--- config.mk ---
export PLATFORM = sky130hd
export DESIGN_NAME = uart_fifo
export DESIGN_NICKNAME = d
export VERILOG_FILES = /design/src/rtl/uart_fifo.sv
export SDC_FILE = /design/constraint.sdc
export NUM_CORES = 1
export LEC_CHECK = 0
export CAP_MARGIN = 20
export CORE_MARGIN = 4
export CORE_UTILIZATION = 60
export DETAILED_ROUTE_END_ITERATION = 6
export GPL_TIMING_DRIVEN = 0
export PLACE_DENSITY = 0.78
export SLEW_MARGIN = 30
export SYNTH_ARGS = -nofsm -noshare
export SYNTH_HDL_FRONTEND = slang
export SYNTH_SLANG_ARGS = --single-unit
--- constraint.sdc ---
create_clock -name clk -period 10 [get_ports clk]
set_clock_uncertainty 0.1 [all_clocks]
set_input_delay 3 -clock clk [delete_from_list [all_inputs] [get_ports clk]]
set_output_delay 3 -clock clk [all_outputs]
set_load 0.03 [all_outputs]
--- src/rtl/uart_fifo.sv ---
// UART peripheral: bus register file, programmable-baud TX/RX engines with parity, TX/RX FIFOs.
// Reads and acknowledges land one cycle after the access; a DATA write to a full TX FIFO is dropped.
module uart_fifo #(
  parameter int FIFO_DEPTH  = 16,
  parameter int DIV_W       = 16,
  parameter int DEFAULT_DIV = 260,
  parameter int ADDR_W      = 2
) (
  input  logic              clk,
  input  logic              reset,
  input  logic              cs_,
  input  logic              as_,
  input  logic              rw,
  input  logic [ADDR_W-1:0] addr,
  input  logic [31:0]       wr_data,
  output logic [31:0]       rd_data,
  output logic              rdy_,
  output logic              irq_rx,
  output logic              irq_tx,
  input  logic              rx,
  output logic              tx
);
  localparam int PW = $clog2(FIFO_DEPTH) + 1;
  localparam logic [ADDR_W-1:0] A_CTRL = ADDR_W'(0);
  localparam logic [ADDR_W-1:0] A_STAT = ADDR_W'(1);
  localparam logic [ADDR_W-1:0] A_DATA = ADDR_W'(2);
  localparam logic [ADDR_W-1:0] A_DIV  = ADDR_W'(3);

  typedef enum logic [2:0] {S_IDLE, S_START, S_DATA, S_PARITY, S_STOP} state_t;

  logic [3:0]       r_ctrl;
  logic [DIV_W-1:0] r_div;
  logic             r_overrun, r_parity_err, r_frame_err;
  logic [31:0]      r_rd_data;
  logic             r_rdy_n, r_irq_rx, r_irq_tx;

  logic w_access, w_wr, w_rd;
  logic w_wr_ctrl, w_wr_stat, w_wr_data, w_wr_div, w_rd_data;
  logic [DIV_W-1:0] w_div_wr;
  logic [31:0] w_rd_mux;
  logic w_unused;

  logic          w_tx_push, w_tx_pop, w_tx_empty, w_tx_full;
  logic [7:0]    w_tx_head;
  logic [PW-1:0] w_tx_count;
  logic          w_rx_push, w_rx_pop, w_rx_empty, w_rx_full;
  logic [7:0]    w_rx_head;
  logic [PW-1:0] w_rx_count, w_rx_count_nxt;

  state_t           r_tx_state, w_tx_state_nxt;
  logic [DIV_W-1:0] r_tx_cnt, r_tx_div;
  logic [7:0]       r_tx_shift;
  logic [2:0]       r_tx_idx;
  logic             r_tx_par, r_tx_par_en, r_tx;
  logic             w_tx_bit_done;

  state_t           r_rx_state, w_rx_state_nxt;
  logic             r_rx_s1, r_rx_s2, r_rx_prev;
  logic [DIV_W-1:0] r_rx_cnt, r_rx_div;
  logic [7:0]       r_rx_shift;
  logic [2:0]       r_rx_idx;
  logic             r_rx_par_en, r_rx_par_odd, r_rx_par_bit;
  logic             w_rx_fall, w_rx_tick, w_rx_done, w_rx_ok, w_rx_par_bad;
  logic             w_overrun_set, w_parity_set, w_frame_set;
  logic             w_overrun_nxt, w_parity_nxt, w_frame_nxt;

  assign w_access  = ~cs_ & ~as_;
  assign w_wr      = w_access & ~rw;
  assign w_rd      = w_access & rw;
  assign w_wr_ctrl = w_wr & (addr == A_CTRL);
  assign w_wr_stat = w_wr & (addr == A_STAT);
  assign w_wr_data = w_wr & (addr == A_DATA);
  assign w_wr_div  = w_wr & (addr == A_DIV);
  assign w_rd_data = w_rd & (addr == A_DATA);
  assign w_div_wr  = (wr_data[DIV_W-1:0] < DIV_W'(4)) ? DIV_W'(4) : wr_data[DIV_W-1:0];
  assign w_unused  = ^wr_data;

  // A pop in the same cycle frees the slot, so a push into a full FIFO still succeeds.
  assign w_tx_push = w_wr_data & (~w_tx_full | w_tx_pop);
  assign w_rx_pop  = w_rd_data & ~w_rx_empty;
  assign w_rx_push = w_rx_ok & (~w_rx_full | w_rx_pop);

  uart_sync_fifo #(.DEPTH(FIFO_DEPTH), .W(8)) u_tx_fifo (
    .i_clk(clk), .i_rst_n(reset), .i_push(w_tx_push), .i_pop(w_tx_pop),
    .i_dat(wr_data[7:0]), .o_dat(w_tx_head), .o_count(w_tx_count),
    .o_empty(w_tx_empty), .o_full(w_tx_full)
  );

  uart_sync_fifo #(.DEPTH(FIFO_DEPTH), .W(8)) u_rx_fifo (
    .i_clk(clk), .i_rst_n(reset), .i_push(w_rx_push), .i_pop(w_rx_pop),
    .i_dat(r_rx_shift), .o_dat(w_rx_head), .o_count(w_rx_count),
    .o_empty(w_rx_empty), .o_full(w_rx_full)
  );

  always_comb begin
    w_rd_mux = '0;
    case (addr)
      A_CTRL: w_rd_mux = {28'b0, r_ctrl};
      A_STAT: w_rd_mux = {8'b0, 8'(w_tx_count), 8'(w_rx_count), 1'b0, r_frame_err,
                          r_parity_err, r_overrun, w_tx_full, w_tx_empty, w_rx_full, w_rx_empty};
      A_DATA: w_rd_mux = w_rx_empty ? 32'b0 : {24'b0, w_rx_head};
      A_DIV:  w_rd_mux = 32'(r_div);
      default: w_rd_mux = '0;
    endcase
  end

  assign w_overrun_set = w_rx_ok & w_rx_full & ~w_rx_pop;
  assign w_overrun_nxt = w_overrun_set | (r_overrun & ~(w_wr_stat & wr_data[4]));
  assign w_parity_nxt  = w_parity_set | (r_parity_err & ~(w_wr_stat & wr_data[5]));
  assign w_frame_nxt   = w_frame_set | (r_frame_err & ~(w_wr_stat & wr_data[6]));
  assign w_rx_count_nxt = w_rx_count + PW'(w_rx_push) - PW'(w_rx_pop);

  always_ff @(posedge clk or negedge reset) begin
    if (!reset) begin
      r_ctrl       <= '0;
      r_div        <= DIV_W'(DEFAULT_DIV);
      r_overrun    <= 1'b0;
      r_parity_err <= 1'b0;
      r_frame_err  <= 1'b0;
      r_rd_data    <= '0;
      r_rdy_n      <= 1'b1;
      r_irq_rx     <= 1'b0;
      r_irq_tx     <= 1'b0;
    end else begin
      r_rdy_n      <= ~w_access;
      r_rd_data    <= w_rd ? w_rd_mux : 32'b0;
      if (w_wr_ctrl) r_ctrl <= wr_data[3:0];
      if (w_wr_div)  r_div  <= w_div_wr;
      r_overrun    <= w_overrun_nxt;
      r_parity_err <= w_parity_nxt;
      r_frame_err  <= w_frame_nxt;
      // Built from next-cycle FIFO/flag state so a DATA read drops the line with the ack.
      r_irq_rx     <= r_ctrl[0] & ((w_rx_count_nxt != '0) | w_overrun_nxt | w_parity_nxt | w_frame_nxt);
      r_irq_tx     <= r_ctrl[1] & w_tx_empty & (r_tx_state == S_IDLE);
    end
  end

  assign rd_data = r_rd_data;
  assign rdy_    = r_rdy_n;
  assign irq_rx  = r_irq_rx;
  assign irq_tx  = r_irq_tx;
  assign tx      = r_tx;

  assign w_tx_bit_done = (r_tx_cnt == r_tx_div - DIV_W'(1));

  // A non-empty FIFO at the end of STOP chains straight into the next start bit.
  always_comb begin
    w_tx_state_nxt = r_tx_state;
    w_tx_pop       = 1'b0;
    case (r_tx_state)
      S_IDLE: if (!w_tx_empty) begin
        w_tx_state_nxt = S_START;
        w_tx_pop       = 1'b1;
      end
      S_START: if (w_tx_bit_done) w_tx_state_nxt = S_DATA;
      S_DATA: if (w_tx_bit_done && r_tx_idx == 3'd7)
        w_tx_state_nxt = r_tx_par_en ? S_PARITY : S_STOP;
      S_PARITY: if (w_tx_bit_done) w_tx_state_nxt = S_STOP;
      S_STOP: if (w_tx_bit_done) begin
        if (!w_tx_empty) begin
          w_tx_state_nxt = S_START;
          w_tx_pop       = 1'b1;
        end else begin
          w_tx_state_nxt = S_IDLE;
        end
      end
      default: w_tx_state_nxt = S_IDLE;
    endcase
  end

  always_ff @(posedge clk or negedge reset) begin
    if (!reset) begin
      r_tx_state  <= S_IDLE;
      r_tx_cnt    <= '0;
      r_tx_div    <= DIV_W'(DEFAULT_DIV);
      r_tx_shift  <= '0;
      r_tx_idx    <= '0;
      r_tx_par    <= 1'b0;
      r_tx_par_en <= 1'b0;
      r_tx        <= 1'b1;
    end else begin
      r_tx_state <= w_tx_state_nxt;
      if (w_tx_pop) begin
        r_tx_shift  <= w_tx_head;
        r_tx_par    <= (^w_tx_head) ^ r_ctrl[3];
        r_tx_par_en <= r_ctrl[2];
        r_tx_div    <= r_div;
        r_tx_cnt    <= '0;
        r_tx_idx    <= '0;
        r_tx        <= 1'b0;
      end else if (r_tx_state != S_IDLE) begin
        if (w_tx_bit_done) begin
          r_tx_cnt <= '0;
          case (r_tx_state)
            S_START: r_tx <= r_tx_shift[0];
            S_DATA: begin
              if (r_tx_idx == 3'd7) begin
                r_tx <= r_tx_par_en ? r_tx_par : 1'b1;
              end else begin
                r_tx_idx   <= r_tx_idx + 3'd1;
                r_tx_shift <= r_tx_shift >> 1;
                r_tx       <= r_tx_shift[1];
              end
            end
            default: r_tx <= 1'b1;
          endcase
        end else begin
          r_tx_cnt <= r_tx_cnt + DIV_W'(1);
        end
      end
    end
  end

  // The edge is seen one flop after the synchroniser, so the start sample waits DIV/2-1 counts.
  assign w_rx_fall = r_rx_prev & ~r_rx_s2;
  assign w_rx_tick = (r_rx_state == S_START) ? (r_rx_cnt == (r_rx_div >> 1) - DIV_W'(1))
                                             : (r_rx_cnt == r_rx_div - DIV_W'(1));

  always_comb begin
    w_rx_state_nxt = r_rx_state;
    w_rx_done      = 1'b0;
    case (r_rx_state)
      S_IDLE:   if (w_rx_fall) w_rx_state_nxt = S_START;
      S_START:  if (w_rx_tick) w_rx_state_nxt = r_rx_s2 ? S_IDLE : S_DATA;
      S_DATA:   if (w_rx_tick && r_rx_idx == 3'd7)
        w_rx_state_nxt = r_rx_par_en ? S_PARITY : S_STOP;
      S_PARITY: if (w_rx_tick) w_rx_state_nxt = S_STOP;
      S_STOP: if (w_rx_tick) begin
        w_rx_state_nxt = S_IDLE;
        w_rx_done      = 1'b1;
      end
      default: w_rx_state_nxt = S_IDLE;
    endcase
  end

  assign w_rx_par_bad = r_rx_par_en & (r_rx_par_bit != ((^r_rx_shift) ^ r_rx_par_odd));
  assign w_frame_set  = w_rx_done & ~r_rx_s2;
  assign w_parity_set = w_rx_done & r_rx_s2 & w_rx_par_bad;
  assign w_rx_ok      = w_rx_done & r_rx_s2 & ~w_rx_par_bad;

  always_ff @(posedge clk or negedge reset) begin
    if (!reset) begin
      r_rx_s1      <= 1'b1;
      r_rx_s2      <= 1'b1;
      r_rx_prev    <= 1'b1;
      r_rx_state   <= S_IDLE;
      r_rx_cnt     <= '0;
      r_rx_div     <= DIV_W'(DEFAULT_DIV);
      r_rx_shift   <= '0;
      r_rx_idx     <= '0;
      r_rx_par_en  <= 1'b0;
      r_rx_par_odd <= 1'b0;
      r_rx_par_bit <= 1'b0;
    end else begin
      r_rx_s1    <= rx;
      r_rx_s2    <= r_rx_s1;
      r_rx_prev  <= r_rx_s2;
      r_rx_state <= w_rx_state_nxt;
      if (r_rx_state == S_IDLE) begin
        r_rx_cnt     <= '0;
        r_rx_idx     <= '0;
        r_rx_div     <= r_div;
        r_rx_par_en  <= r_ctrl[2];
        r_rx_par_odd <= r_ctrl[3];
      end else if (w_rx_tick) begin
        r_rx_cnt <= '0;
        if (r_rx_state == S_DATA) begin
          r_rx_shift <= {r_rx_s2, r_rx_shift[7:1]};
          r_rx_idx   <= r_rx_idx + 3'd1;
        end
        if (r_rx_state == S_PARITY) r_rx_par_bit <= r_rx_s2;
      end else begin
        r_rx_cnt <= r_rx_cnt + DIV_W'(1);
      end
    end
  end
endmodule

// Synchronous FIFO with wrapping pointer-difference count; head is presented combinationally.
// Zero-latency head; callers gate push/pop with full/empty (push on full is legal alongside a pop).
module uart_sync_fifo #(
  parameter int DEPTH = 16,
  parameter int W     = 8
) (
  input  logic                   i_clk,
  input  logic                   i_rst_n,
  input  logic                   i_push,
  input  logic                   i_pop,
  input  logic [W-1:0]           i_dat,
  output logic [W-1:0]           o_dat,
  output logic [$clog2(DEPTH):0] o_count,
  output logic                   o_empty,
  output logic                   o_full
);
  localparam int AW = $clog2(DEPTH);
  localparam int PW = AW + 1;

  logic [W-1:0]  r_mem [DEPTH];
  logic [PW-1:0] r_wptr, r_rptr;

  always_ff @(posedge i_clk or negedge i_rst_n) begin
    if (!i_rst_n) begin
      r_wptr <= '0;
      r_rptr <= '0;
    end else begin
      if (i_push) r_wptr <= r_wptr + PW'(1);
      if (i_pop)  r_rptr <= r_rptr + PW'(1);
    end
  end

  always_ff @(posedge i_clk) begin
    if (i_push) r_mem[r_wptr[AW-1:0]] <= i_dat;
  end

  assign o_dat   = r_mem[r_rptr[AW-1:0]];
  assign o_count = r_wptr - r_rptr;
  assign o_empty = (r_wptr == r_rptr);
  assign o_full  = (r_wptr[AW] != r_rptr[AW]) && (r_wptr[AW-1:0] == r_rptr[AW-1:0]);
endmodule

==> flow_summary_export.csv <==
group,metric,value,unit
timing,fmax,143,MHz
timing,hold_ws,259,ps
timing,max_slew_margin,0.396,
floorplan,initial_core_util,0.607,
floorplan,core,0.0316,mm²
global_routing,gr-total-overflow,0,
synthesis,seq_area_frac_synth,0.622,
finish,diodes,0,
timing,fin_crit_sh,0.697,
setup_path,max_stage_delay,500,ps
timing,tightest_slew,905,ps
finish,syn_to_final_growth,12.8,%
floorplan,die_x,187,µm
synthesis,synthCells,1326,
timing,hold_viol,0,
floorplan,rows,65,
clock_network,ctsLongestPathBuffers,3,
clock_network,cts_setup_buffers,0,
clock_network,hold_buffers,0,
drt,drtIter0Drc,1026,
power,vdd_drop_max,155,µV
setup_path,critPathArrivalTime,7260,ps
setup_path,critPathMostFrequentCell,"inv_1",
power,p_sw,1.44,mW
flow_run,maxCapViolations,0,
global_routing,track_usage,0.238,
hold_path,hold_path_class,"flip-flop to flip-flop",
setup_path,cp-start-kind,"input port",
synthesis,avgSynthCellArea,14.4,µm²
synthesis,synth_ff_type,"edfxtp_1",
timing,drv_slew,0,
clock_network,cts-resized-gates,0,
power,seqPwrFrac,0.432,
power,pwr-share-comb,0.246,
drt,drc_errors,0,
clock_network,cts_tree,"done",
drt,via_per_inst,6.12,
drt,finalWirelength,41.1,mm
placed_design,routabilityCongestion,0.871,
setup_path,rrSetupSlack,3230,ps
drt,num_vias,11400,
clock_network,ctsHtreeMaxLevel,2,
power,p_sw_frac,0.299,
floorplan,ios,76,
power,p_int,3.38,mW
clock_network,clock-root-buffer,"clkbuf_16",
synthesis,synth-edff-count,256,
clock_network,clk_latency,550,ps
synthesis,syn-cell-area,0.0192,mm²
placed_design,dp_hpwl,27.9,mm
finish,layout.nets,1505,
power,p_leak,8.67,nW
clock_network,cts_buffers,43,
drt,dr.pass1.iters,5,
setup_path,cp-end-kind,"flip-flop",
synthesis,ys_seq_elements,424,
synthesis,yosysUniqueCellTypes,79,
finish,drive_above_1_share,0.171,
global_routing,grt_max_degree,88,
power,pwr-share-clk,0.322,
setup_path,slowest_stage,"or3_1",
clock_network,clk_pin_slew,60,ps
run_status,status,"complete, no violations",
setup_path,critical_path_class,"input port to flip-flop",
timing,setup_viol,0,
synthesis,synth-async-reset-ratio,0.396,
timing,rsz0062_at_grt,"false",
global_routing,first_global_vias,11800,
timing,min_period,6970,ps
synthesis,yosysWarnings,0,
setup_path,path_cells,"clkdlybuf4s50_1 > nor2_1 > nand2_1 > or3_1 > nand2_1 > nand3_1 > nor2_2 > buf_4 > inv_1 > ha_1 > inv_1 > ha_1 > inv_1 > fa_1 > inv_1 > a21o_1 > a21oi_1 > xor2_1 > xnor2_1 > nor3_1 > a21boi_0",
floorplan,dieHeight,187,µm
setup_path,required,10290,ps
setup_path,path_max_fanout,10,
power,power.density,224,mW/mm²
floorplan,die-area,0.0348,mm²
finish,design_area,0.0216,mm²
placed_design,numPortBuffers,48,
placed_design,place_area,0.0202,mm²
drt,drtAntennaViolNets,0,
global_routing,antenna_found_initial,0,
clock_network,cts_sinks,424,
global_routing,grt_pass1_wl,66.0,mm
finish,post-route-util,0.684,
drt,routedWlPerCell,22.0,µm
[per-layer routing]
layer  routed length (µm)  vias up  track usage
met4                 1630        0       0.0842
li1                     -     5152            -
met2                19800      426        0.382
met1                17200     5751        0.335
met3                 2550      100       0.0412
met5                    0        -            0
[worst paths after layout]
path / start / end / cells after the start
worst max-delay path: as_ / irq_rx$_DFF_PN0_ / 21
worst min-delay path: r_rx_s1$_DFF_PN1_ / r_rx_s2$_DFF_PN1_ / 0
worst max register to register: r_rx_state[0]$_DFFE_PN0P_ / irq_rx$_DFF_PN0_ / 27
worst min register to register: r_rx_s1$_DFF_PN1_ / r_rx_s2$_DFF_PN1_ / 0
max in group asynchronous: reset / r_rx_s2$_DFF_PN1_ / 2
min in group asynchronous: reset / r_tx_cnt[11]$_DFFE_PN0P_ / 1
[worst max-delay path: cells and delay by family]
kind,cells,cell delay [ps]
xor gates and xnor gates,2,290
buffers and inverters,6,890
and+or+nand+nor,7,1730
adders and majority gates,3,810
AOI/OAI and AO/OA,3,520
[registers in the layout (all words and copies together) (netlist names), 4 cells and up]
signal / flops
rd_data: 21
u_tx_fifo.r_wptr: 5
r_ctrl: 4
u_tx_fifo.r_mem: 128
u_rx_fifo.r_wptr: 5
r_rx_cnt: 16
u_rx_fifo.r_rptr: 5
u_rx_fifo.r_mem: 128
r_div: 16
r_rx_div: 16
u_tx_fifo.r_rptr: 5
r_tx_shift: 8
r_rx_shift: 8
r_tx_div: 16
r_tx_cnt: 16
[cell families after synthesis]
group / synth area share
flops: 0.622
xor+xnor: 0.0530
mux: 0.124
simple gates: 0.0970
other cells: 0.000196
compound gates: 0.0548
fa+ha+maj: 0.0234
buf+inv: 0.0257
[power groups by stage]
stage,combinational [mW],sequential (mW),clock [mW]
after global placement,1.14,2.11,0
after global routing,1.30,2.10,1.65
after CTS,1.18,2.08,1.58
after detailed placement,1.17,2.11,0
final,1.19,2.09,1.56
after floorplan,0.924,2.08,0
[Yosys cell counts (14+ instances only)]
cell        n  area, µm²
a22oi_1    14        105
nor3_1     18       90.1
nand3_1    30        150
inv_1      39        146
nor2b_1    17        106
edfxtp_1  256       7690
mux2_2     46        518
dfrtp_1   157       3930
and3_1     36        225
a21oi_1    25        125
o21ai_0    28        140
xnor2_1    66        578
clkbuf_1   33        124
nand2_1    96        360
nor2_1     81        304
mux4_2     76       1710
ha_1       31        388
xor2_1     50        438
[metrics by stage]
step	setup TNS [ps]	total power [mW]	std cells	setup slack (ps)
final	0	4.83	1868	3030
after global routing	0	5.05	1868	2710
after CTS	0	4.84	1868	3080
after detailed placement	0	3.29	1788	2530
after global placement	-144100	3.25	1786	-944
after floorplan	0	3.00	1336	3760
[cell type report]
class	instances	area [µm²]
Sequential cell	424	11900
Fill cell	2180	9960
Multi-Input combinational cell	802	6800
Clock buffer	61	1210
Timing Repair Buffer	50	520
Tap cell	402	503
Buffer	69	339
Clock inverter	19	160
Inverter	41	154
[layout by cell type (no fill, tap or decap), types with 11 or more instances in the layout]
cell	count
a211oi_1	13
a21oi_1	25
a22oi_1	14
and3_1	36
buf_2	11
buf_4	14
clkbuf_1	45
clkbuf_16	44
clkdlybuf4s50_1	47
clkinv_2	11
conb_1	11
dfrtp_1	157
dfstp_2	11
edfxtp_1	256
ha_1	31
inv_1	39
mux2_2	46
mux2i_1	13
mux4_2	76
nand2_1	96
nand3_1	30
nand4_1	13
nor2_1	81
nor2b_1	17
nor3_1	17
o21ai_0	28
xnor2_1	66
xor2_1	50
(Power assumes the default switching activity.)
